==> src/rtl/subservient_pkg.sv <==
`default_nettype none
// +--------------------------------------------------------------------------+
// | subservient_pkg - shared FSM encoding and byte-lane constants            |
// | Rev 1.0                                                                  |
// +--------------------------------------------------------------------------+
package subservient_pkg;

  localparam logic [2:0] ST_IDLE    = 3'd0;
  localparam logic [2:0] ST_WR      = 3'd1;
  localparam logic [2:0] ST_RD      = 3'd2;
  localparam logic [2:0] ST_RD_LAST = 3'd3;
  localparam logic [2:0] ST_ACK     = 3'd4;

  localparam int IDX_W    = 2;
  localparam int WB_BYTES = 4;

  typedef enum logic [2:0] {
    S_IDLE    = ST_IDLE,
    S_WR      = ST_WR,
    S_RD      = ST_RD,
    S_RD_LAST = ST_RD_LAST,
    S_ACK     = ST_ACK
  } state_t;

endpackage
`default_nettype wire

==> src/rtl/subservient_byte_lane.sv <==
`default_nettype none
// +--------------------------------------------------------------------------+
// | subservient_byte_lane - picks the write byte, merges the read byte lane  |
// | Rev 1.0                                                                  |
// +--------------------------------------------------------------------------+
module subservient_byte_lane
  import subservient_pkg::*;
(
  input  logic [31:0]      wr_word,
  input  logic [IDX_W-1:0] wr_idx,
  output logic [7:0]       wr_byte,
  input  logic [31:0]      rd_word,
  input  logic [IDX_W-1:0] rd_idx,
  input  logic [7:0]       rd_byte,
  output logic [31:0]      rd_merged
);

  assign wr_byte = wr_word[{wr_idx, 3'b000} +: 8];

  for (genvar k = 0; k < WB_BYTES; k++) begin : g_lane
    assign rd_merged[8*k +: 8] = (rd_idx == IDX_W'(k)) ? rd_byte : rd_word[8*k +: 8];
  end

endmodule
`default_nettype wire

==> src/rtl/subservient_sram_arbiter.sv <==
`default_nettype none
// +--------------------------------------------------------------------------+
// | subservient_sram_arbiter - shares the byte SRAM between CPU and WB slave |
// | Option: SUBSERVIENT_ARB_DBG_MODE_EN adds i_debug_mode. Rev 1.0           |
// +--------------------------------------------------------------------------+
module subservient_sram_arbiter
  import subservient_pkg::*;
#(
  parameter int memsize = 512,
  parameter int aw      = $clog2(memsize)
) (
  input  logic          wb_clk_i,
  input  logic          wb_rst_i,
`ifdef SUBSERVIENT_ARB_DBG_MODE_EN
  input  logic          i_debug_mode,
`endif
  input  logic [aw-1:0] i_cpu_waddr,
  input  logic [7:0]    i_cpu_wdata,
  input  logic          i_cpu_wen,
  input  logic [aw-1:0] i_cpu_raddr,
  input  logic          i_cpu_ren,
  output logic [7:0]    o_cpu_rdata,
  input  logic          wbs_cyc_i,
  input  logic          wbs_stb_i,
  input  logic          wbs_we_i,
  input  logic [3:0]    wbs_sel_i,
  input  logic [31:0]   wbs_adr_i,
  input  logic [31:0]   wbs_dat_i,
  output logic          wbs_ack_o,
  output logic [31:0]   wbs_dat_o,
  output logic [aw-1:0] o_sram_waddr,
  output logic [7:0]    o_sram_wdata,
  output logic          o_sram_wen,
  output logic [aw-1:0] o_sram_raddr,
  output logic          o_sram_ren,
  input  logic [7:0]    i_sram_rdata
);

  state_t           state;
  logic [IDX_W-1:0] idx;
  logic [IDX_W-1:0] idx_prev;
  logic             rd_pending;
  logic [aw-3:0]    word_adr;
  logic [31:0]      wr_word;
  logic [3:0]       sel;
  logic [31:0]      rd_word;

  logic             req;
  logic             wb_may;
  logic             cpu_wen_eff;
  logic             cpu_ren_eff;
  logic             wb_wr_slot;
  logic             wb_rd_slot;
  logic [7:0]       wr_byte;
  logic [31:0]      rd_merged;
  logic             unused_adr;

  assign req        = wbs_cyc_i & wbs_stb_i;
  assign unused_adr = &{1'b0, wbs_adr_i[31:aw], wbs_adr_i[1:0]};

`ifdef SUBSERVIENT_ARB_DBG_MODE_EN
  // Debug mode hands both ports to one side exclusively.
  assign wb_may      = i_debug_mode;
  assign cpu_wen_eff = i_cpu_wen & ~i_debug_mode;
  assign cpu_ren_eff = i_cpu_ren & ~i_debug_mode;
`else
  assign wb_may      = 1'b1;
  assign cpu_wen_eff = i_cpu_wen;
  assign cpu_ren_eff = i_cpu_ren;
`endif

  assign wb_wr_slot  = (state == S_WR) & wb_may & ~cpu_wen_eff;
  assign wb_rd_slot  = (state == S_RD) & wb_may & ~cpu_ren_eff;
  assign wbs_ack_o   = (state == S_ACK);
  assign o_cpu_rdata = i_sram_rdata;

  subservient_byte_lane u_lane (
    .wr_word   (wr_word),
    .wr_idx    (idx),
    .wr_byte   (wr_byte),
    .rd_word   (rd_word),
    .rd_idx    (idx_prev),
    .rd_byte   (i_sram_rdata),
    .rd_merged (rd_merged)
  );

  always_comb begin
    o_sram_waddr = '0;
    o_sram_wdata = '0;
    o_sram_wen   = 1'b0;
    o_sram_raddr = '0;
    o_sram_ren   = 1'b0;
    if (cpu_wen_eff) begin
      o_sram_waddr = i_cpu_waddr;
      o_sram_wdata = i_cpu_wdata;
      o_sram_wen   = 1'b1;
    end else if (wb_wr_slot) begin
      // A disabled byte still consumes its slot, just without a write strobe.
      o_sram_waddr = {word_adr, idx};
      o_sram_wdata = wr_byte;
      o_sram_wen   = sel[idx];
    end
    if (cpu_ren_eff) begin
      o_sram_raddr = i_cpu_raddr;
      o_sram_ren   = 1'b1;
    end else if (wb_rd_slot) begin
      o_sram_raddr = {word_adr, idx};
      o_sram_ren   = 1'b1;
    end
  end

  always_ff @(posedge wb_clk_i or posedge wb_rst_i) begin
    if (wb_rst_i) begin
      state      <= S_IDLE;
      idx        <= '0;
      idx_prev   <= '0;
      rd_pending <= 1'b0;
      word_adr   <= '0;
      wr_word    <= '0;
      sel        <= '0;
      rd_word    <= '0;
      wbs_dat_o  <= '0;
    end else begin
      // Read data lags its issue by one cycle, so remember which lane it is for.
      rd_pending <= wb_rd_slot;
      idx_prev   <= idx;
      if (rd_pending) rd_word <= rd_merged;
      case (state)
        S_IDLE: begin
          idx <= '0;
          if (req && wb_may) begin
            word_adr <= wbs_adr_i[aw-1:2];
            wr_word  <= wbs_dat_i;
            sel      <= wbs_sel_i;
            state    <= wbs_we_i ? S_WR : S_RD;
          end
        end
        S_WR: begin
          if (wb_wr_slot) idx <= idx + IDX_W'(1);
          if (!req)                                      state <= S_IDLE;
          else if (wb_wr_slot && idx == IDX_W'(WB_BYTES-1)) state <= S_ACK;
        end
        S_RD: begin
          if (wb_rd_slot) idx <= idx + IDX_W'(1);
          if (!req)                                      state <= S_IDLE;
          else if (wb_rd_slot && idx == IDX_W'(WB_BYTES-1)) state <= S_RD_LAST;
        end
        S_RD_LAST: begin
          if (!req) begin
            state <= S_IDLE;
          end else begin
            wbs_dat_o <= rd_merged;
            state     <= S_ACK;
          end
        end
        S_ACK:   state <= S_IDLE;
        default: state <= S_IDLE;
      endcase
    end
  end

endmodule
`default_nettype wire

==> config.mk <==
export PLATFORM = sky130hd
export DESIGN_NAME = subservient_sram_arbiter
export DESIGN_NICKNAME = d
export VERILOG_FILES = /design/src/rtl/subservient_pkg.sv /design/src/rtl/subservient_byte_lane.sv /design/src/rtl/subservient_sram_arbiter.sv
export SDC_FILE = /design/constraint.sdc
export NUM_CORES = 1
export LEC_CHECK = 0
export BUFFER_PORTS_ARGS = -buffer_cell sky130_fd_sc_hd__buf_2
export CAP_MARGIN = 30
export CORE_MARGIN = 2
export CORE_UTILIZATION = 46
export DETAILED_ROUTE_END_ITERATION = 10
export PLACE_DENSITY = 0.76
export RECOVER_POWER = 50
export SLEW_MARGIN = 40
export SYNTH_ARGS = -nofsm -noshare
export SYNTH_HDL_FRONTEND = slang
export SYNTH_SLANG_ARGS = --single-unit
==> constraint.sdc <==
create_clock -name wb_clk_i -period 3.4 [get_ports wb_clk_i]
set_input_delay 0.51 -clock wb_clk_i [delete_from_list [all_inputs] [get_ports wb_clk_i]]
set_output_delay 0.51 -clock wb_clk_i [all_outputs]
set_load 0.1 [all_outputs]
==> impl_metrics.csv, run 1 <==
group,metric,value,unit
timing,max-slew-margin-rel,-3.03,%
worst_setup_path,critPathBufInv,1,
floorplanning,die-width,114,um
floorplanning,die_y,114,um
run_status,outcome,"finished, violations left",
routing,drt_first_pass_iters,6,
global_route,grt_first_pass_wirelength,19.3,mm
timing,slew_violations,65,
clock_network,holdBufCountCts,0,
clock_network,cts_sinks,115,
worst_setup_path,path_delay_family,"simple AND/OR/NAND/NOR gates",
layout,fin_nets,613,
clock_network,cts_buffer_depth,2,
clock_network,postCtsSetupBuffers,0,
floorplanning,rows,40,
layout,syn_to_final_growth,23.9,%
logic_synthesis,yosys_warnings,0,
routing,drc,0,
worst_setup_path,path_cells,"nand2b_1, nor3_2, a22o_1, buf_2",
timing,hold_viol,0,
floorplanning,start_util,46.7,%
layout,drive_gt1_share,66.7,%
logic_synthesis,synth-seq-cells,115,
global_route,antenna_found_initial,0,
timing,rsz0062_at_grt,"no",
logic_synthesis,synth_nets,465,
clock_network,cts.htree.levels,4,
logic_synthesis,synthTopCellsByArea,"dfrtp_1, mux2_2, mux2_4, a22o_1, mux4_2",
clock_network,cts_tree,"yes",
layout,diodes,0,
clock_network,cts_resized,0,
logic_synthesis,synth_top_area_share,52.0,%
worst_setup_path,critPathLaunchType,"register",
run,max_cap_viol_count,1,
routing,viasPerCell,5.33,
clock_network,cts-root-buf,"clkbuf_16",
timing,worst_pin_slew,1550,ps
logic_synthesis,synthCells,355,
timing,min_period_over_period,89.1,%
layout,register_area,0.00288,mm^2
global_route,grt_pass1_vias,3843,
timing,hold_ws,125,ps
worst_setup_path,critPathCaptureType,"primary output",
routing,wl,11.8,mm
clock_network,clk_pin_slew,60,ps
global_route,grt_max_degree,65,
logic_synthesis,yosysTopAreaCell,"dfrtp_1",
logic_synthesis,ys_seq_area_share,52.0,%
layout,final_area,0.00686,mm^2
floorplanning,ios,178,
worst_setup_path,crit_fanout,12,
timing,setup_viol,0,
layout,multi_input_area,0.00241,mm^2
worst_setup_path,critPathKind,"reg -> out",
power,max-vdd-ir-drop,289,uV
clock_network,tritoncts.num_buffers,17,
worst_setup_path,cp.arrival,2520,ps
clock_network,insertion_delay,400,ps
worst_setup_path,crit_path_max_incr_delay,630,ps
routing,drt_iter0_markers,102,
logic_synthesis,syn_avg_cell_area,15.6,um^2
global_route,grtUsageTotal,19.5,%
run_status,violations,"max-capacitance violations, max-slew violations",
routing,routedWlPerCell,17.9,um
place,place_area,0.00631,mm^2
power,fin_total_pwr,4610,uW
routing,num_vias,3536,
worst_setup_path,required,2890,ps
power,p_leak,0.00344,uW
logic_synthesis,synth_area,0.00554,mm^2
timing,skew,8.76,ps
place,place_hpwl,8.07,mm
layout,fillCellCount,985,
routing,postRouteAntennaNets,0,
timing,fin_setup_tns,0,ps
floorplanning,die_area,0.0129,mm^2
logic_synthesis,yosysUniqueCellTypes,33,
global_route,gr-total-overflow,0,
power,power_density,672,mW/mm^2
place,io_buffers,152,
layout,fin_util,57.8,%
timing,fmax,330,MHz
place,place.gp.congestion,0.745,
timing,period_minus_slack,3030,ps
hold_path,hold_path.class,"in -> async",
worst_setup_path,crit_slowest_cell,"nor3_2",
floorplanning,design.core.area,0.0119,mm^2
-- per-stage QoR --
| step | std cells | setup slack [ps] |
|---|---|---|
| 2_1_floorplan | 355 | 84.9 |
| 3_3_place_gp | 630 | 774 |
| 3_5_place_dp | 630 | 761 |
| 4_1_cts | 662 | 302 |
| 5_1_grt | 663 | 251 |
| 6_report | 663 | 369 |
-- power breakdown --
part	leakage (uW)	switching (uW)	internal (uW)
logic	0.00174	714	433
registers	0.00143	146	1590
clock network	0.000280	641	1080
total	0.00344	1500	3110
-- cell usage in the layout (no fill, tap or decap), drive strengths merged, types with 3 or more instances in the layout --
cell      count
nor3b         3
clkinvlp      4
clkinv        8
clkbuf       20
mux4          9
dfrtp       115
mux2        141
nor2          5
nand3b        3
buf         155
nor2b         5
a22o         26
nor3          3
-- sequential cells by signal, indices dropped and copies added, names as in the netlist --
register,cells
idx,2
idx_prev,2
rd_pending,1
rd_word,32
sel,4
state,3
wbs_dat_o,32
word_adr,7
wr_word,32
-- worst paths after layout --
kind	startpoint	end	slack, ps	depth (start not counted)
min in group wb_clk_i	wbs_adr_i[2]	word_adr[0]	330	2
setup reg to reg	state[2]	wr_word[10]	1350	4
setup / recovery	state[1]	o_sram_raddr[7]	370	4
hold reg to reg	wbs_dat_o[15]	wbs_dat_o[15]	500	1
hold / removal	wb_rst_i	wr_word[2]	130	2
max in group asynchronous	wb_rst_i	wr_word[12]	1040	4
-- cells in the mapped netlist, drive strengths merged --
cell,instances
a31o,1
dfrtp,115
buf,24
mux2,141
a22o,26
o211a,1
nor3b,3
nand2,1
clkbuf,5
nor3,3
nor4b,1
and3b,1
or3,1
o21a,1
o21bai,1
mux4,9
xnor2,1
ha,1
inv,1
nor2b,5
nand2b,1
nand3,2
a211oi,2
nand3b,3
nor2,5
-- cells by family after synthesis --
kind of cell / count (synthesis) / synth area share [%]
AO/OA/AOI/OAI: 32 / 4.99
XOR/XNOR: 1 / 0.158
adder cells (fa/ha/maj): 1 / 0.226
buffers and inverters: 30 / 4.27
flip-flops: 115 / 52.0
multiplexers: 150 / 35.1
AND/OR/NAND/NOR: 26 / 3.32
-- worst reg2reg max path: cells and delay by family, from the launching register on --
kind	cells	cell delay [ps]
buffers and inverters	1	350
and+or+nand+nor	2	640
DFF	1	490
muxes	1	440
-- final cells by class --
type / count / area share [%]
Sequential cell: 115 / 41.9
Clock buffer: 17 / 6.20
Multi-Input combinational cell: 210 / 35.2
Tap cell: 147 / 2.68
Clock inverter: 15 / 2.32
Timing Repair Buffer: 158 / 11.6
Inverter: 1 / 0.0729
-- per-layer routing --
layer	up-vias	track usage, %	wire, um
met5	-	0	0
met4	0	6.50	170
met3	17	4.84	664
met2	145	34.3	5920
met1	1771	23.4	5080
li1	1603	-	-
Note: power is estimated with default switching activity, not from simulation.
==> inputs of run 2 (changes only) <==
CAP_MARGIN = not set   (was 30)
MAX_ROUTING_LAYER = met4   (was not set)
==> run 2 against run 1 <==
Sequential share of layout area is the same. Via count fell by 0.28%. Clock skew shrank 0.73 ps. Clock-buffer cell count did not move. Critical path depth did not move. The run still ends with max-capacitance violations, max-slew violations left.
==> impl_metrics.csv, run 2 (same netlist as run 1, synthesis figures left out) <==
group,metric,value,unit
run_status,outcome,"finished, violations left",
run_status,violations,"max-capacitance violations, max-slew violations",
global_route,grtUsageTotal,20.1,%
hold_path,hold_path.class,"in -> async",
routing,routedWlPerCell,18.0,um
timing,skew,8.03,ps
clock_network,cts_resized,0,
timing,hold_viol,0,
floorplanning,die-width,114,um
global_route,antenna_found_initial,0,
worst_setup_path,critPathLaunchType,"register",
layout,final_area,0.00686,mm^2
layout,fin_nets,613,
timing,max-slew-margin-rel,-2.96,%
layout,diodes,0,
power,p_leak,0.00344,uW
routing,num_vias,3526,
run,max_cap_viol_count,1,
layout,syn_to_final_growth,23.9,%
timing,worst_pin_slew,1540,ps
floorplanning,die_y,114,um
timing,period_minus_slack,3060,ps
clock_network,cts_tree,"yes",
layout,register_area,0.00288,mm^2
global_route,grt_max_degree,65,
layout,multi_input_area,0.00241,mm^2
timing,min_period_over_period,90.0,%
clock_network,holdBufCountCts,0,
layout,layout_commonest_cell,"buf_2",
timing,slew_violations,65,
place,io_buffers,152,
routing,postRouteAntennaNets,0,
global_route,grt_first_pass_wirelength,19.3,mm
clock_network,insertion_delay,400,ps
routing,drt_iter0_markers,108,
layout,final_cell_mix,"buf_2, dfrtp_1, mux2_2",
floorplanning,ios,178,
clock_network,cts_buffer_depth,2,
clock_network,postCtsSetupBuffers,0,
timing,fin_setup_tns,0,ps
layout,reg.largest.list,"rd_word: 32 flops, wbs_dat_o: 32 flops, wr_word: 32 flops",
timing,fmax,327,MHz
place,place.gp.congestion,0.755,
clock_network,cts.htree.levels,4,
routing,viasPerCell,5.32,
worst_setup_path,crit_fanout,12,
worst_setup_path,critPathCaptureType,"primary output",
clock_network,cts_sinks,115,
timing,setup_viol,0,
worst_setup_path,required,2890,ps
clock_network,tritoncts.num_buffers,17,
layout,drive_gt1_share,66.7,%
place,place_area,0.00631,mm^2
power,max-vdd-ir-drop,289,uV
global_route,grt_pass1_vias,3838,
worst_setup_path,rrSetupSlack,1350,ps
routing,drc,0,
floorplanning,start_util,46.7,%
timing,rsz0062_at_grt,"no",
worst_setup_path,critPathKind,"reg -> out",
routing,drt_first_pass_iters,4,
floorplanning,design.core.area,0.0119,mm^2
power,power_density,671,mW/mm^2
floorplanning,die_area,0.0129,mm^2
clock_network,clk_pin_slew,50,ps
global_route,gr-total-overflow,0,
worst_setup_path,cp.arrival,2550,ps
floorplanning,rows,40,
routing,wl,12.0,mm
place,place_hpwl,8.07,mm
layout,fillCellCount,985,
clock_network,cts-root-buf,"clkbuf_16",
## run 2: cell counts in the layout (fill, tap and decap cells not counted)
Identical to the previous run, type by type.
## run 2: layer usage
layer	vias up	track usage, %	wire length (um)	part of all wire (%)
li1	1606	-	-	-
met1	1763	23.6	5120	43
met2	139	34.4	5900	49
met3	18	4.41	637	5.3
met4	0	6.50	302	2.5
met5	-	-	0	0
## run 2: cell type report
type                            instances  share of cell area [%]
Tap cell                              147                    2.68
Sequential cell                       115                    41.9
Multi-Input combinational cell        210                    35.2
Clock inverter                         15                    2.32
Timing Repair Buffer                  158                    11.6
Clock buffer                           17                    6.20
Inverter                                1                  0.0729
## run 2: stage by stage
step | utilization (%) | std cells | hold slack, ps | power (uW) | setup slack, ps
detailed placement | 53.2 | 630 | 488 | 2920 | 761
CTS | 58.1 | 662 | 234 | 4660 | 302
global route | 57.8 | 663 | 172 | 4800 | 249
finish | 57.8 | 663 | 126 | 4610 | 341
floorplan | - | 355 | 428 | 2700 | 84.9
global placement | 53.2 | 630 | 482 | 2880 | 774
## run 2: worst paths after layout
| kind | from | endpoint | depth (start not counted) |
|---|---|---|---|
| min | wb_rst_i | wr_word[2] | 2 |
| max | state[1] | o_sram_raddr[7] | 4 |
| min reg2reg | wbs_dat_o[15] | wbs_dat_o[15] | 1 |
| max reg2reg | state[2] | wr_word[10] | 4 |
| max in group asynchronous | wb_rst_i | wr_word[12] | 4 |
| min in group wb_clk_i | wbs_adr_i[4] | word_adr[2] | 2 |
## run 2: worst max-delay path: stages (launching register included)
cell and delay, ps:
dfrtp_1 610, nand2b_1 180, nor3_2 660, a22o_1 260
buf_2 430
## run 2: power by group
part | total, uW | switching, uW | leakage (uW) | internal [uW]
Combinational | 1150 | 714 | 0.00174 | 433
Sequential | 1740 | 146 | 0.00143 | 1590
Clock | 1720 | 638 | 0.000280 | 1080
Total | 4610 | 1500 | 0.00344 | 3110
